**src/rtl/wd_multichannel.sv**
```systemverilog
// Multi-channel windowed watchdog with key-protected configuration,
// sticky first-fault capture and a programmable-length reset pulse.
module wd_multichannel #(
   parameter int unsigned NUM_CH = 4,
   parameter int unsigned CNT_W  = 16,
   parameter logic [15:0] KEY    = 16'hA55A,
   parameter int unsigned FW_DEF = 1000,
   parameter int unsigned SW_DEF = 100,
   parameter int unsigned RL_DEF = 16
) (
   input  logic              CLK,
   input  logic              RST,
   input  logic              WREN,
   input  logic [2:0]        ABUS,
   input  logic [15:0]       DBUS,
   input  logic [NUM_CH-1:0] SRVC,
   output logic              RSTOUT,
   output logic              WDFAIL,
   output logic [NUM_CH-1:0] FAIL_CH,
   output logic [3:0]        FAIL_ID,
   output logic [2:0]        FLSTAT
);

   localparam int unsigned ID_W   = 4;
   localparam int unsigned CODE_W = 3;

   localparam logic [CODE_W-1:0] CODE_EARLY   = 3'b001;
   localparam logic [CODE_W-1:0] CODE_TIMEOUT = 3'b010;

   typedef enum logic {LK_LOCKED = 1'b0, LK_UNLOCKED = 1'b1} lock_e;
   typedef enum logic [1:0] {CH_IDLE, CH_CLOSED, CH_OPEN, CH_FAULT} ch_e;

   lock_e                          lock_q, lock_d;
   logic [ID_W-1:0]                ch_sel_q, ch_sel_d;
   logic [NUM_CH-1:0][CNT_W-1:0]   fwlen_q, fwlen_d;
   logic [NUM_CH-1:0][CNT_W-1:0]   swlen_q, swlen_d;
   logic [NUM_CH-1:0]              en_q, en_d;
   logic [CNT_W-1:0]               rst_lmt_q, rst_lmt_d;
   logic                           wr_ok_c;

   ch_e                            st_q [NUM_CH];
   ch_e                            st_d [NUM_CH];
   logic [NUM_CH-1:0][CNT_W-1:0]   cnt_q, cnt_d;
   logic [NUM_CH-1:0][CNT_W-1:0]   thr_c;
   logic [NUM_CH-1:0][CNT_W-1:0]   last_c;
   logic [NUM_CH-1:0]              open_c;
   logic [NUM_CH-1:0]              fault_c;
   logic [NUM_CH-1:0][CODE_W-1:0]  code_c;

   logic                           wdfail_q, wdfail_d;
   logic [NUM_CH-1:0]              fail_ch_q, fail_ch_d;
   logic [ID_W-1:0]                fail_id_q, fail_id_d;
   logic [CODE_W-1:0]              flstat_q, flstat_d;
   logic                           rstout_q, rstout_d;
   logic [CNT_W-1:0]               down_q, down_d;
   logic                           found_c;
   logic [ID_W-1:0]                first_id_c;
   logic [CODE_W-1:0]              first_code_c;

   // Lock FSM and register write decode; one legal write per unlock.
   always_comb begin
      lock_d    = lock_q;
      ch_sel_d  = ch_sel_q;
      fwlen_d   = fwlen_q;
      swlen_d   = swlen_q;
      en_d      = en_q;
      rst_lmt_d = rst_lmt_q;
      wr_ok_c   = 1'b0;
      if (WREN) begin
         case (lock_q)
            LK_LOCKED: begin
               if (ABUS == 3'd0 && DBUS == KEY) lock_d = LK_UNLOCKED;
            end
            LK_UNLOCKED: begin
               if (ABUS == 3'd0) begin
                  if (DBUS != KEY) lock_d = LK_LOCKED;
               end else begin
                  wr_ok_c = 1'b1;
                  lock_d  = LK_LOCKED;
               end
            end
            default: lock_d = LK_LOCKED;
         endcase
      end
      if (wr_ok_c) begin
         case (ABUS)
            3'd1: ch_sel_d = DBUS[ID_W-1:0];
            3'd2: for (int i = 0; i < int'(NUM_CH); i++)
                     if (ch_sel_q == ID_W'(i)) fwlen_d[i] = CNT_W'(DBUS);
            3'd3: for (int i = 0; i < int'(NUM_CH); i++)
                     if (ch_sel_q == ID_W'(i)) swlen_d[i] = CNT_W'(DBUS);
            3'd4: for (int i = 0; i < int'(NUM_CH); i++)
                     if (ch_sel_q == ID_W'(i)) en_d[i] = DBUS[0];
            3'd5: rst_lmt_d = CNT_W'(DBUS);
            default: ;
         endcase
      end
   end

   // Window geometry per channel from the live length registers.
   always_comb begin
      for (int i = 0; i < int'(NUM_CH); i++) begin
         thr_c[i]  = (swlen_q[i] >= fwlen_q[i]) ? '0 : fwlen_q[i] - swlen_q[i];
         last_c[i] = fwlen_q[i] - CNT_W'(1);
         open_c[i] = (cnt_q[i] >= thr_c[i]);
      end
   end

   // Per-channel frame FSM; a fault is flagged in the cycle it is detected.
   always_comb begin
      for (int i = 0; i < int'(NUM_CH); i++) begin
         st_d[i]    = st_q[i];
         cnt_d[i]   = cnt_q[i];
         fault_c[i] = 1'b0;
         code_c[i]  = '0;
         if (!en_q[i] || fwlen_q[i] == '0) begin
            st_d[i]  = CH_IDLE;
            cnt_d[i] = '0;
         end else begin
            case (st_q[i])
               CH_IDLE: begin
                  cnt_d[i] = '0;
                  st_d[i]  = (thr_c[i] == '0) ? CH_OPEN : CH_CLOSED;
               end
               CH_CLOSED, CH_OPEN: begin
                  if (SRVC[i]) begin
                     if (open_c[i]) begin
                        cnt_d[i] = '0;
                        st_d[i]  = (thr_c[i] == '0) ? CH_OPEN : CH_CLOSED;
                     end else begin
                        st_d[i]    = CH_FAULT;
                        fault_c[i] = 1'b1;
                        code_c[i]  = CODE_EARLY;
                     end
                  end else if (cnt_q[i] >= last_c[i]) begin
                     st_d[i]    = CH_FAULT;
                     fault_c[i] = 1'b1;
                     code_c[i]  = CODE_TIMEOUT;
                  end else begin
                     cnt_d[i] = cnt_q[i] + CNT_W'(1);
                     st_d[i]  = (cnt_q[i] + CNT_W'(1) >= thr_c[i]) ? CH_OPEN : CH_CLOSED;
                  end
               end
               default: ;
            endcase
         end
      end
   end

   // First-fault capture, sticky fail mask and reset pulse downcounter.
   always_comb begin
      wdfail_d     = wdfail_q;
      fail_ch_d    = fail_ch_q | fault_c;
      fail_id_d    = fail_id_q;
      flstat_d     = flstat_q;
      rstout_d     = rstout_q;
      down_d       = down_q;
      found_c      = 1'b0;
      first_id_c   = '0;
      first_code_c = '0;
      for (int i = 0; i < int'(NUM_CH); i++) begin
         if (fault_c[i] && !found_c) begin
            found_c      = 1'b1;
            first_id_c   = ID_W'(i);
            first_code_c = code_c[i];
         end
      end
      if (!wdfail_q && found_c) begin
         wdfail_d  = 1'b1;
         fail_id_d = first_id_c;
         flstat_d  = first_code_c;
         rstout_d  = 1'b1;
         down_d    = (rst_lmt_q == '0) ? CNT_W'(1) : rst_lmt_q;
      end else if (rstout_q) begin
         down_d = down_q - CNT_W'(1);
         if (down_q == CNT_W'(1)) rstout_d = 1'b0;
      end
   end

   // State registers with synchronous reset.
   always_ff @(posedge CLK) begin
      if (RST) begin
         lock_q    <= LK_LOCKED;
         ch_sel_q  <= '0;
         en_q      <= '0;
         rst_lmt_q <= CNT_W'(RL_DEF);
         for (int i = 0; i < int'(NUM_CH); i++) begin
            fwlen_q[i] <= CNT_W'(FW_DEF);
            swlen_q[i] <= CNT_W'(SW_DEF);
            st_q[i]    <= CH_IDLE;
            cnt_q[i]   <= '0;
         end
         wdfail_q  <= 1'b0;
         fail_ch_q <= '0;
         fail_id_q <= '0;
         flstat_q  <= '0;
         rstout_q  <= 1'b0;
         down_q    <= '0;
      end else begin
         lock_q    <= lock_d;
         ch_sel_q  <= ch_sel_d;
         en_q      <= en_d;
         rst_lmt_q <= rst_lmt_d;
         fwlen_q   <= fwlen_d;
         swlen_q   <= swlen_d;
         for (int i = 0; i < int'(NUM_CH); i++) st_q[i] <= st_d[i];
         cnt_q     <= cnt_d;
         wdfail_q  <= wdfail_d;
         fail_ch_q <= fail_ch_d;
         fail_id_q <= fail_id_d;
         flstat_q  <= flstat_d;
         rstout_q  <= rstout_d;
         down_q    <= down_d;
      end
   end

   assign RSTOUT  = rstout_q;
   assign WDFAIL  = wdfail_q;
   assign FAIL_CH = fail_ch_q;
   assign FAIL_ID = fail_id_q;
   assign FLSTAT  = flstat_q;

endmodule

```
**config.mk**
```make
export PLATFORM = sky130hd
export DESIGN_NAME = wd_multichannel
export DESIGN_NICKNAME = d
export VERILOG_FILES = /design/src/rtl/wd_multichannel.sv
export SDC_FILE = /design/constraint.sdc
export NUM_CORES = 1
export LEC_CHECK = 0
export ABC_CLOCK_PERIOD_IN_PS = 7800
export CAP_MARGIN = 0
export CORE_MARGIN = 3
export CORE_UTILIZATION = 50
export CTS_BUF_LIST = sky130_fd_sc_hd__clkbuf_2 sky130_fd_sc_hd__clkbuf_4 sky130_fd_sc_hd__clkbuf_8
export DETAILED_ROUTE_END_ITERATION = 8
export PLACE_DENSITY = 0.72
export SKIP_LAST_GASP = 1
export SYNTH_ARGS = -nofsm -noshare
export SYNTH_HDL_FRONTEND = slang
export SYNTH_SLANG_ARGS = --single-unit
```
**constraint.sdc**
```tcl
create_clock -name CLK -period 7.8 [get_ports CLK]
set_clock_uncertainty 0.2 [all_clocks]
set_input_delay 0.78 -clock CLK [delete_from_list [all_inputs] [get_ports CLK]]
set_output_delay 0.78 -clock CLK [all_outputs]
set_load 0.01 [all_outputs]
```
* Yosys cells after proc, flatten, opt, wreduce, memory -nomap -nowiden
Memory sizes are Yosys's and may differ from the RTL's.
Index checks and enable logic that the tools add are counted.
Widths: inputs -> output; s select.
** Storage, ports and cells
- Bits in writable memories :: 8
- Bits of input ports :: 26
- Logic and storage cells :: 270
- Memory bits (read-only) :: 0
- Bits in latches :: 0
- Flip-flop bits (word level) :: 246
- Memories :: 1
** Operators by class
- Add/sub/neg operators :: 13
- Shift-type cells :: 0
- Magnitude comparators :: 16
- Eq/ne operators :: 27
- Reduce and logical (&&, ||, !) cells :: 63
- Bitwise operators :: 6
- Mux-type cells :: 119
- Div/mod/pow operators :: 0
- $mul :: 0
** Memory list
- st_q :: words 4, width 2, read ports 4, clocked after Yosys merged registers in 0, wr ports 4, line 41 : ch_e st_q [NUM_CH];
** Operator list (count)
- $mux 16 :: 19
- $ge 16x16->1 :: 16
- $logic_not 16->1 :: 9
- $pmux 16 s2 :: 4
- $sub 16x1->16 const B :: 5
- $add 16x1->16 const B :: 4
- $mux 2 :: 32
- $sub 16x16->16 :: 4
- $mux 3 :: 16
- $reduce_and 3->1 :: 16
- $mux 1 :: 41
- $ne 3x3->1 const B :: 8
- $eq 16x1->1 const B :: 1
- $eq 16x16->1 const B :: 1
- $ne 16x16->1 const B :: 1
- $pmux 2 s2 :: 4
- $reduce_or 2->1 :: 8
- $reduce_bool 2->1 :: 5
- $eq 2x1->1 const B :: 4
- $eq 2x2->1 const B :: 4
- $eq 4x2->1 const B :: 2
- $logic_not 1->1 :: 8
- $logic_not 2->1 :: 4
- $mux 4 :: 2
- other kinds (13) :: 26

* Logic depth before layout (Yosys ltp)
Gate-level depths: netlist (run 1).
- Depth after elaboration :: 19
- Mapped depth :: 23
- Gate-level depth less buffers :: 20

* Worst setup path before layout (run 1)
OpenSTA, ideal clock, no wires.
- Kind :: register -> register
- From :: register fwlen_q[0] (netlist bit)
- To :: register down_q[13]
- Slack :: 2.683 ns
- Stages on the path, launching flop included :: 24
- Arrival time :: 4.796 ns
- Library setup time :: 0.121 ns
- Clock period less this slack :: 5.117 ns
- Path buffers :: 3
- Cell sequence :: dfxtp_1 inv_1 ha_1 inv_1 fa_1 a21o_1 a221oi_1 nor3_1 a31oi_1 o21a_1 a21oi_1 clkbuf_1 nand2_1 ha_1 a211o_1 a221oi_1 o211ai_1 a21oi_1 o211ai_2 o211ai_4 o21a_1 buf_6 buf_6 mux2_4
** Between the ends
- Cells in the longest elaborated chain, start to end :: 19
** RTL lines
- start, declared :: line 35 : logic [NUM_CH-1:0][CNT_W-1:0] fwlen_q, fwlen_d;
- start signal, assigned by index :: line 188 : fwlen_q[i] <= CNT_W'(FW_DEF);
- start signal, assigned :: line 204 : fwlen_q <= fwlen_d;
- $sub 16x16->16 / $ge 16x16->1 (equally long branches) :: line 103 : thr_c[i] = (swlen_q[i] >= fwlen_q[i]) ? '0 : fwlen_q[i] - swlen_q[i];
- $mux 16 :: line 103
- $ge 16x16->1 :: line 105 : open_c[i] = (cnt_q[i] >= thr_c[i]);
- $mux 1 :: line 127 : if (open_c[i]) begin
- $mux 1 :: line 126 : if (SRVC[i]) begin
- $mux 1 :: line 120 : case (st_q[i])
- $mux 1 (*) :: line 116 : if (!en_q[i] || fwlen_q[i] == '0) begin
- $mux 1 (*) :: line 162 : if (fault_c[i] && !found_c) begin
- (+3 left out)
- $logic_not 1->1 :: line 162
- $logic_and 1x1->1 :: line 162
- $mux 1 (*) :: line 162
- $logic_not 1->1 :: line 162
- $logic_and 1x1->1 :: line 162
- $mux 1 (*) :: line 162
- $logic_and 1x1->1 (*) :: line 168 : if (!wdfail_q && found_c) begin
- $mux 16 / $reduce_bool 2->1 (equally long branches)
- end signal, assigned :: line 213 : down_q <= down_d;
- end, declared :: line 55 : logic [CNT_W-1:0] down_q, down_d;
Mark *: on every way between the ends. The rest lies on a longest branch, timed or not.
A chain may end at the register's enable or synchronous reset.

* Worst setup path after layout (run 1)
- From :: register fwlen_q[16] (netlist bit)
- To :: register down_q[11]
** Between the ends
- Cells in the longest elaborated chain, start to end :: 17
** RTL lines (line)
- $sub 16x16->16 / $ge 16x16->1 (equally long branches) :: 103
- $mux 16 :: 103
- $ge 16x16->1 :: 105
- $mux 1 :: 127
- $mux 1 :: 126
- $mux 1 :: 120
- $mux 1 (*) :: 116
- $logic_and 1x1->1 (*) :: 162
- $mux 1 (*) :: 162
- $logic_not 1->1 :: 162
- $logic_and 1x1->1 :: 162
- $mux 1 (*) :: 162
- $logic_not 1->1 :: 162
- $logic_and 1x1->1 :: 162
- $mux 1 (*) :: 162
- $logic_and 1x1->1 (*) :: 168
- $mux 16 / $reduce_bool 2->1 (equally long branches)
Marks and branches as above.

==> results of run 1 <==
-- per-layer routing --
metal	share of wire	vias up	global-route usage
li1	-	9559	-
met1	0.46	9062	0.346
met2	0.44	536	0.402
met3	0.069	117	0.0499
met4	0.029	0	0.0742
met5	0	-	0
-- through the flow --
stage	hold slack (ns)	power, W	setup WS [ns]
after global placement	0.243	0.00138	1.72
final	0.255	0.00277	1.56
after floorplan	0.236	0.00134	2.68
after detailed placement	0.247	0.00138	1.59
after global routing	0.273	0.00286	1.04
after CTS	0.256	0.00280	1.56
-- logic make-up after synthesis --
| family | synth area share |
|---|---|
| AND/OR/NAND/NOR | 0.248 |
| multiplexers | 0.0135 |
| flip-flops | 0.247 |
| buffers and inverters | 0.0440 |
| AO/OA/AOI/OAI | 0.212 |
| XOR/XNOR | 0.0658 |
| adder cells (fa/ha/maj) | 0.170 |
| other | 0.000184 |
-- area by class of cell --
cell class / count / share of cell area
well taps: 525 / 0.0298
clock inverters: 6 / 0.00380
inverters: 122 / 0.0208
multi-input cells: 2184 / 0.655
flip-flops and latches: 251 / 0.228
repair buffers: 48 / 0.0202
clock buffers: 75 / 0.0428
-- sequential cells by signal, summed over array words and instances, names as in the netlist, 4 cells and up --
name	count
cnt_q	64
st_q	8
en_q	4
down_q	16
swlen_q	64
rst_lmt_q	16
fwlen_q	64
ch_sel_q	4
FAIL_CH	4
-- worst max-delay path: cells and delay by family, from the launching register on --
kind | cells | cell delay, ns
and+or+nand+nor | 3 | 1.09
AOI/OAI and AO/OA | 11 | 3.11
DFF | 1 | 0.37
muxes | 1 | 0.41
buffers and inverters | 2 | 0.16
adders and majority gates | 3 | 0.75
-- cells in the final DEF (no fill, tap or decap), types with 29 or more instances in the layout --
| cell type | instances |
|---|---|
| or3_1 | 31 |
| a21o_1 | 53 |
| o21ai_0 | 108 |
| inv_1 | 121 |
| xor2_1 | 72 |
| nand3_1 | 87 |
| a21oi_1 | 269 |
| xnor2_1 | 81 |
| ha_1 | 270 |
| o211ai_1 | 35 |
| and3_1 | 33 |
| nor2_1 | 155 |
| clkbuf_8 | 61 |
| clkdlybuf4s50_1 | 34 |
| nor2b_1 | 32 |
| nand3b_1 | 29 |
| nor3_1 | 67 |
| nand2_1 | 451 |
| dfxtp_1 | 251 |
-- path summary, 6_finish.rpt --
path / startpoint / to / slack (ns) / cells after the start
worst max-delay path: fwlen_q[16] / down_q[11] / 1.56 / 20
worst min-delay path: swlen_q[56] / swlen_q[56] / 0.26 / 2
worst max register to register: fwlen_q[16] / down_q[11] / 1.56 / 20
worst min register to register: swlen_q[56] / swlen_q[56] / 0.26 / 2
-- power breakdown --
part | switching [W] | total [W] | internal, W
clock network | 0.000592 | 0.00142 | 0.000827
registers | 0.0000000000215 | 0.00128 | 0.00128
logic | 0.0000522 | 0.0000687 | 0.0000165
==> results.sh, run 1 <==
export IMPL_cts_max_path_buffers=3
export IMPL_ys_top_cells_by_area="dfxtp_1 25%, ha_1 17%, nand2_1 8.3%, a21oi_1 6.6%, xnor2_1 3.5%"
export IMPL_clkTransAtPathRegs_ns=0.06
export IMPL_avgSynthCellArea_um2=7.64
export IMPL_yosys_most_used_dff="dfxtp_1"
export IMPL_cts_setup_buffers=0
export IMPL_synth_top_area_frac=0.247
export IMPL_drt_pre_antenna_iters=5
export IMPL_end_kind="flip-flop"
export IMPL_relSlewSlack=0.174
export IMPL_ys_seq_area_frac=0.247
export IMPL_synth_area_um2=20400
export IMPL_cts_root_buffer="clkbuf_8"
export IMPL_synth_edf_count=0
export IMPL_ys_top_cells_by_count="451 x nand2_1, 270 x ha_1, 269 x a21oi_1"
export IMPL_yosysTopAreaCell="dfxtp_1"
export IMPL_vias=19300
export IMPL_start_util=0.509
export IMPL_die_area_um2=43200
export IMPL_hold_class="flip-flop to flip-flop"
export IMPL_slew_viol_final=0
export IMPL_core_area_um2=40000
export IMPL_yosysWarningCount=0
export IMPL_register_area_um2=5020
export IMPL_gp_congestion=0.936
export IMPL_multi_input_area_um2=14500
export IMPL_die_x_um=208
export IMPL_wire_per_inst_um=17.6
export IMPL_place_area_um2=21000
export IMPL_drt_iter0_markers=1301
export IMPL_nets=2952
export IMPL_setup_violations_final=0
export IMPL_maxCapViolCount=0
export IMPL_fin_area_um2=22100
export IMPL_boundaryPins=39
export IMPL_postSynthCellCount=2665
export IMPL_antenna_found_initial=0
export IMPL_synth_most_common_cell="nand2_1"
export IMPL_fin_crit_ns=6.24
export IMPL_cts_htree_levels=2
export IMPL_ant_nets=0
export IMPL_rsz0062_at_grt="no"
export IMPL_ys_ff_latch=251
export IMPL_portBuffers=35
export IMPL_fill_cells=3768
export IMPL_grt_usage=0.252
export IMPL_drt_total_wl_um=56500
export IMPL_cts_hold_buf=0
export IMPL_cts_sink_count=251
export IMPL_cts_tree="done"
export IMPL_path_max_fanout=19
export IMPL_p_leak_nw=9.08
export IMPL_drc=0
export IMPL_worstSetupPathType="flip-flop to flip-flop"
export IMPL_worst_slew_pin_slew_ns=1.23
export IMPL_grt_first_pass_wirelength_um=91700
export IMPL_crit_chain="inv_1 -> ha_1 -> inv_1 -> fa_1 -> a211oi_1 -> nor3b_1 -> nor2_1 -> o31a_1 -> a21oi_1 -> o21ai_0 -> or3_1 -> ha_1 -> a21o_1 -> a221oi_1 -> o21ai_0 -> a31oi_1 -> o211ai_1 -> o211ai_4 -> o21a_1 -> mux2_2"
export IMPL_cp_data_arrival_time_ns=6.54
export IMPL_post_cts_resize_count=0
export IMPL_dpl_cell_count=3130
export IMPL_cts_buffers=45
export IMPL_fin_setup_tns_ns=0
export IMPL_gr_total_overflow=0
export IMPL_status="finished clean"
export IMPL_worst_endpoint_required_ns=8.10
export IMPL_grt_pass1_vias=18100
export IMPL_fin_crit_sh=0.800
export IMPL_grt_max_degree=110
export IMPL_rows=73
export IMPL_fin_util=0.552
export IMPL_max_freq_ghz=0.160
export IMPL_insertion_delay_ns=0.63
export IMPL_ir_worst_vdd_uv=132
export IMPL_areaGrowthSynthToFinish_pct=8.36
export IMPL_diodes=0
export IMPL_routed_via_density=6.00
export IMPL_critPathLaunchType="flip-flop"
export IMPL_hold_violations=0
export IMPL_drive_above_1_share=0.0573
export IMPL_powerDensity_nw_per_um2=126
export IMPL_post_dp_hpwl_um=42300
export IMPL_synth_async_sr_flop_share=0
export IMPL_die_y_um=208
export IMPL_final_cells=3211
export IMPL_slowest_stage="o21a_1"
export IMPL_max_stage_delay_ns=0.73
export IMPL_synth_cell_types=82
No activity file was read; power rests on OpenSTA's default activity.
==> run 2, diff against run 1 <==
ABC_CLOCK_PERIOD_IN_PS = 6050   (was 7800)
clock period = 6.05 ns   (was 7.8 ns; I/O delays follow)
==> run 2 against run 1 <==
Net effect: sequential share of layout area about the same; critical path depth grew 1; cell count about the same; die area unchanged; worst setup slack got worse by 1.1 ns; largest cell class unchanged.
==> results.sh, run 2 (synthesis results as in run 1) <==
export IMPL_diodes=0
export IMPL_path_max_fanout=16
export IMPL_place_area_um2=21100
export IMPL_hold_class="flip-flop to flip-flop"
export IMPL_post_cts_resize_count=0
export IMPL_slew_viol_final=0
export IMPL_grt_pass1_vias=18300
export IMPL_setup_violations_final=0
export IMPL_relSlewSlack=0.151
export IMPL_largest_registers="cnt_q (64), fwlen_q (64), swlen_q (64)"
export IMPL_critPathLaunchType="flip-flop"
export IMPL_mostFrequentLayoutCell="nand2_1"
export IMPL_reg2reg_from="fwlen_q[16]"
export IMPL_grt_usage=0.254
export IMPL_worstSetupPathType="flip-flop to flip-flop"
export IMPL_fin_crit_ns=5.64
export IMPL_grt_max_degree=81
export IMPL_ir_worst_vdd_uv=162
export IMPL_startpoint="fwlen_q[16]"
export IMPL_cp_num_buf_inv=3
export IMPL_fin_crit_sh=0.932
export IMPL_max_freq_ghz=0.177
export IMPL_fin_area_um2=22100
export IMPL_rsz0062_at_grt="no"
export IMPL_clkTransAtPathRegs_ns=0.06
export IMPL_gr_total_overflow=0
export IMPL_die_y_um=208
export IMPL_crit_chain="inv_1 -> ha_1 -> inv_1 -> fa_1 -> a211oi_1 -> nor3b_2 -> nor2_1 -> o31a_1 -> a21oi_1 -> o21ai_1 -> or3_1 -> ha_1 -> a21o_1 -> a221oi_1 -> o21ai_0 -> a31oi_1 -> o211ai_1 -> o211ai_4 -> o21a_1 -> buf_12 -> mux2_2"
export IMPL_final_cell_mix="451 x nand2_1, 270 x ha_1, 269 x a21oi_1"
export IMPL_post_dp_hpwl_um=42700
export IMPL_max_stage_delay_ns=0.45
export IMPL_die_x_um=208
export IMPL_boundaryPins=39
export IMPL_core_area_um2=40000
export IMPL_ant_nets=0
export IMPL_gp_congestion=0.940
export IMPL_worst_slew_pin_slew_ns=1.27
export IMPL_cts_buffers=44
export IMPL_cts_max_path_buffers=3
export IMPL_hold_violations=0
export IMPL_start_util=0.509
export IMPL_maxCapViolCount=0
export IMPL_drt_total_wl_um=57000
export IMPL_drt_pre_antenna_iters=5
export IMPL_slowest_stage="or3_1"
export IMPL_cts_sink_count=251
export IMPL_fin_util=0.552
export IMPL_drt_iter0_markers=1401
export IMPL_insertion_delay_ns=0.61
export IMPL_routed_via_density=6.02
export IMPL_powerDensity_nw_per_um2=161
export IMPL_portBuffers=35
export IMPL_rows=73
export IMPL_worst_endpoint_required_ns=6.34
export IMPL_drc=0
export IMPL_fin_setup_tns_ns=0
export IMPL_antenna_found_initial=0
export IMPL_vias=19300
export IMPL_areaGrowthSynthToFinish_pct=8.48
export IMPL_cp_data_arrival_time_ns=5.93
export IMPL_wire_per_inst_um=17.7
export IMPL_nets=2955
export IMPL_drive_above_1_share=0.0580
export IMPL_end_kind="flip-flop"
export IMPL_cts_htree_levels=2
export IMPL_cts_hold_buf=0
export IMPL_min_from="swlen_q[36]"
export IMPL_die_area_um2=43200
export IMPL_status="finished clean"
export IMPL_cts_root_buffer="clkbuf_8"
export IMPL_cts_tree="done"
export IMPL_grt_first_pass_wirelength_um=92700
export IMPL_cts_setup_buffers=0
export IMPL_p_leak_nw=9.10
export IMPL_power_total_w=0.00355
export IMPL_cpLargestDelayFamily="compound AO/OA/AOI/OAI gates"
-- run 2: layout make-up --
cell class / count / area [um^2]
Clock buffer: 73 / 905
Clock inverter: 6 / 105
Fill cell: 3761 / 17900
Inverter: 122 / 458
Multi-Input combinational cell: 2184 / 14500
Sequential cell: 251 / 5020
Tap cell: 525 / 657
Timing Repair Buffer: 52 / 488
-- run 2: path summary, 6_finish.rpt --
kind	depth (start not counted)	slack, ns	to
worst min-delay path	2	0.25	swlen_q[36]
worst max-delay path	21	0.41	down_q[7]
worst min register to register	2	0.25	swlen_q[36]
worst max register to register	21	0.41	down_q[7]
-- run 2: report_power, final --
group	total [W]	switching, W	internal [W]
registers	0.00165	0.0000000000272	0.00165
logic	0.0000870	0.0000662	0.0000208
clock network	0.00181	0.000743	0.00107
-- run 2: layer usage --
layer / wire (um) / up-vias / global-route usage
met5: 0 / - / 0
met4: 1510 / 0 / 0.0791
met3: 3440 / 101 / 0.0340
met2: 25500 / 573 / 0.409
met1: 26600 / 9095 / 0.354
li1: - / 9560 / -
-- run 2: worst register-to-register path: stages (launching register included) --
cell and delay (ns):
dfxtp_1 0.37, inv_1 0.10, ha_1 0.21, inv_1 0.07
fa_1 0.23, a211oi_1 0.14, nor3b_2 0.30, nor2_1 0.11
o31a_1 0.33, a21oi_1 0.23, o21ai_1 0.21, or3_1 0.45
ha_1 0.31, a21o_1 0.16, a221oi_1 0.24, o21ai_0 0.22
a31oi_1 0.33, o211ai_1 0.31, o211ai_4 0.21, o21a_1 0.26
buf_12 0.19, mux2_2 0.35
-- run 2: stage by stage --
stage	worst slack (ns)	instances	hold WS, ns
after floorplan	0.933	2667	0.236
after global placement	0.455	3134	0.243
after detailed placement	0.236	3134	0.248
after CTS	0.225	3213	0.257
after global routing	0.0262	3213	0.276
final	0.414	3213	0.255
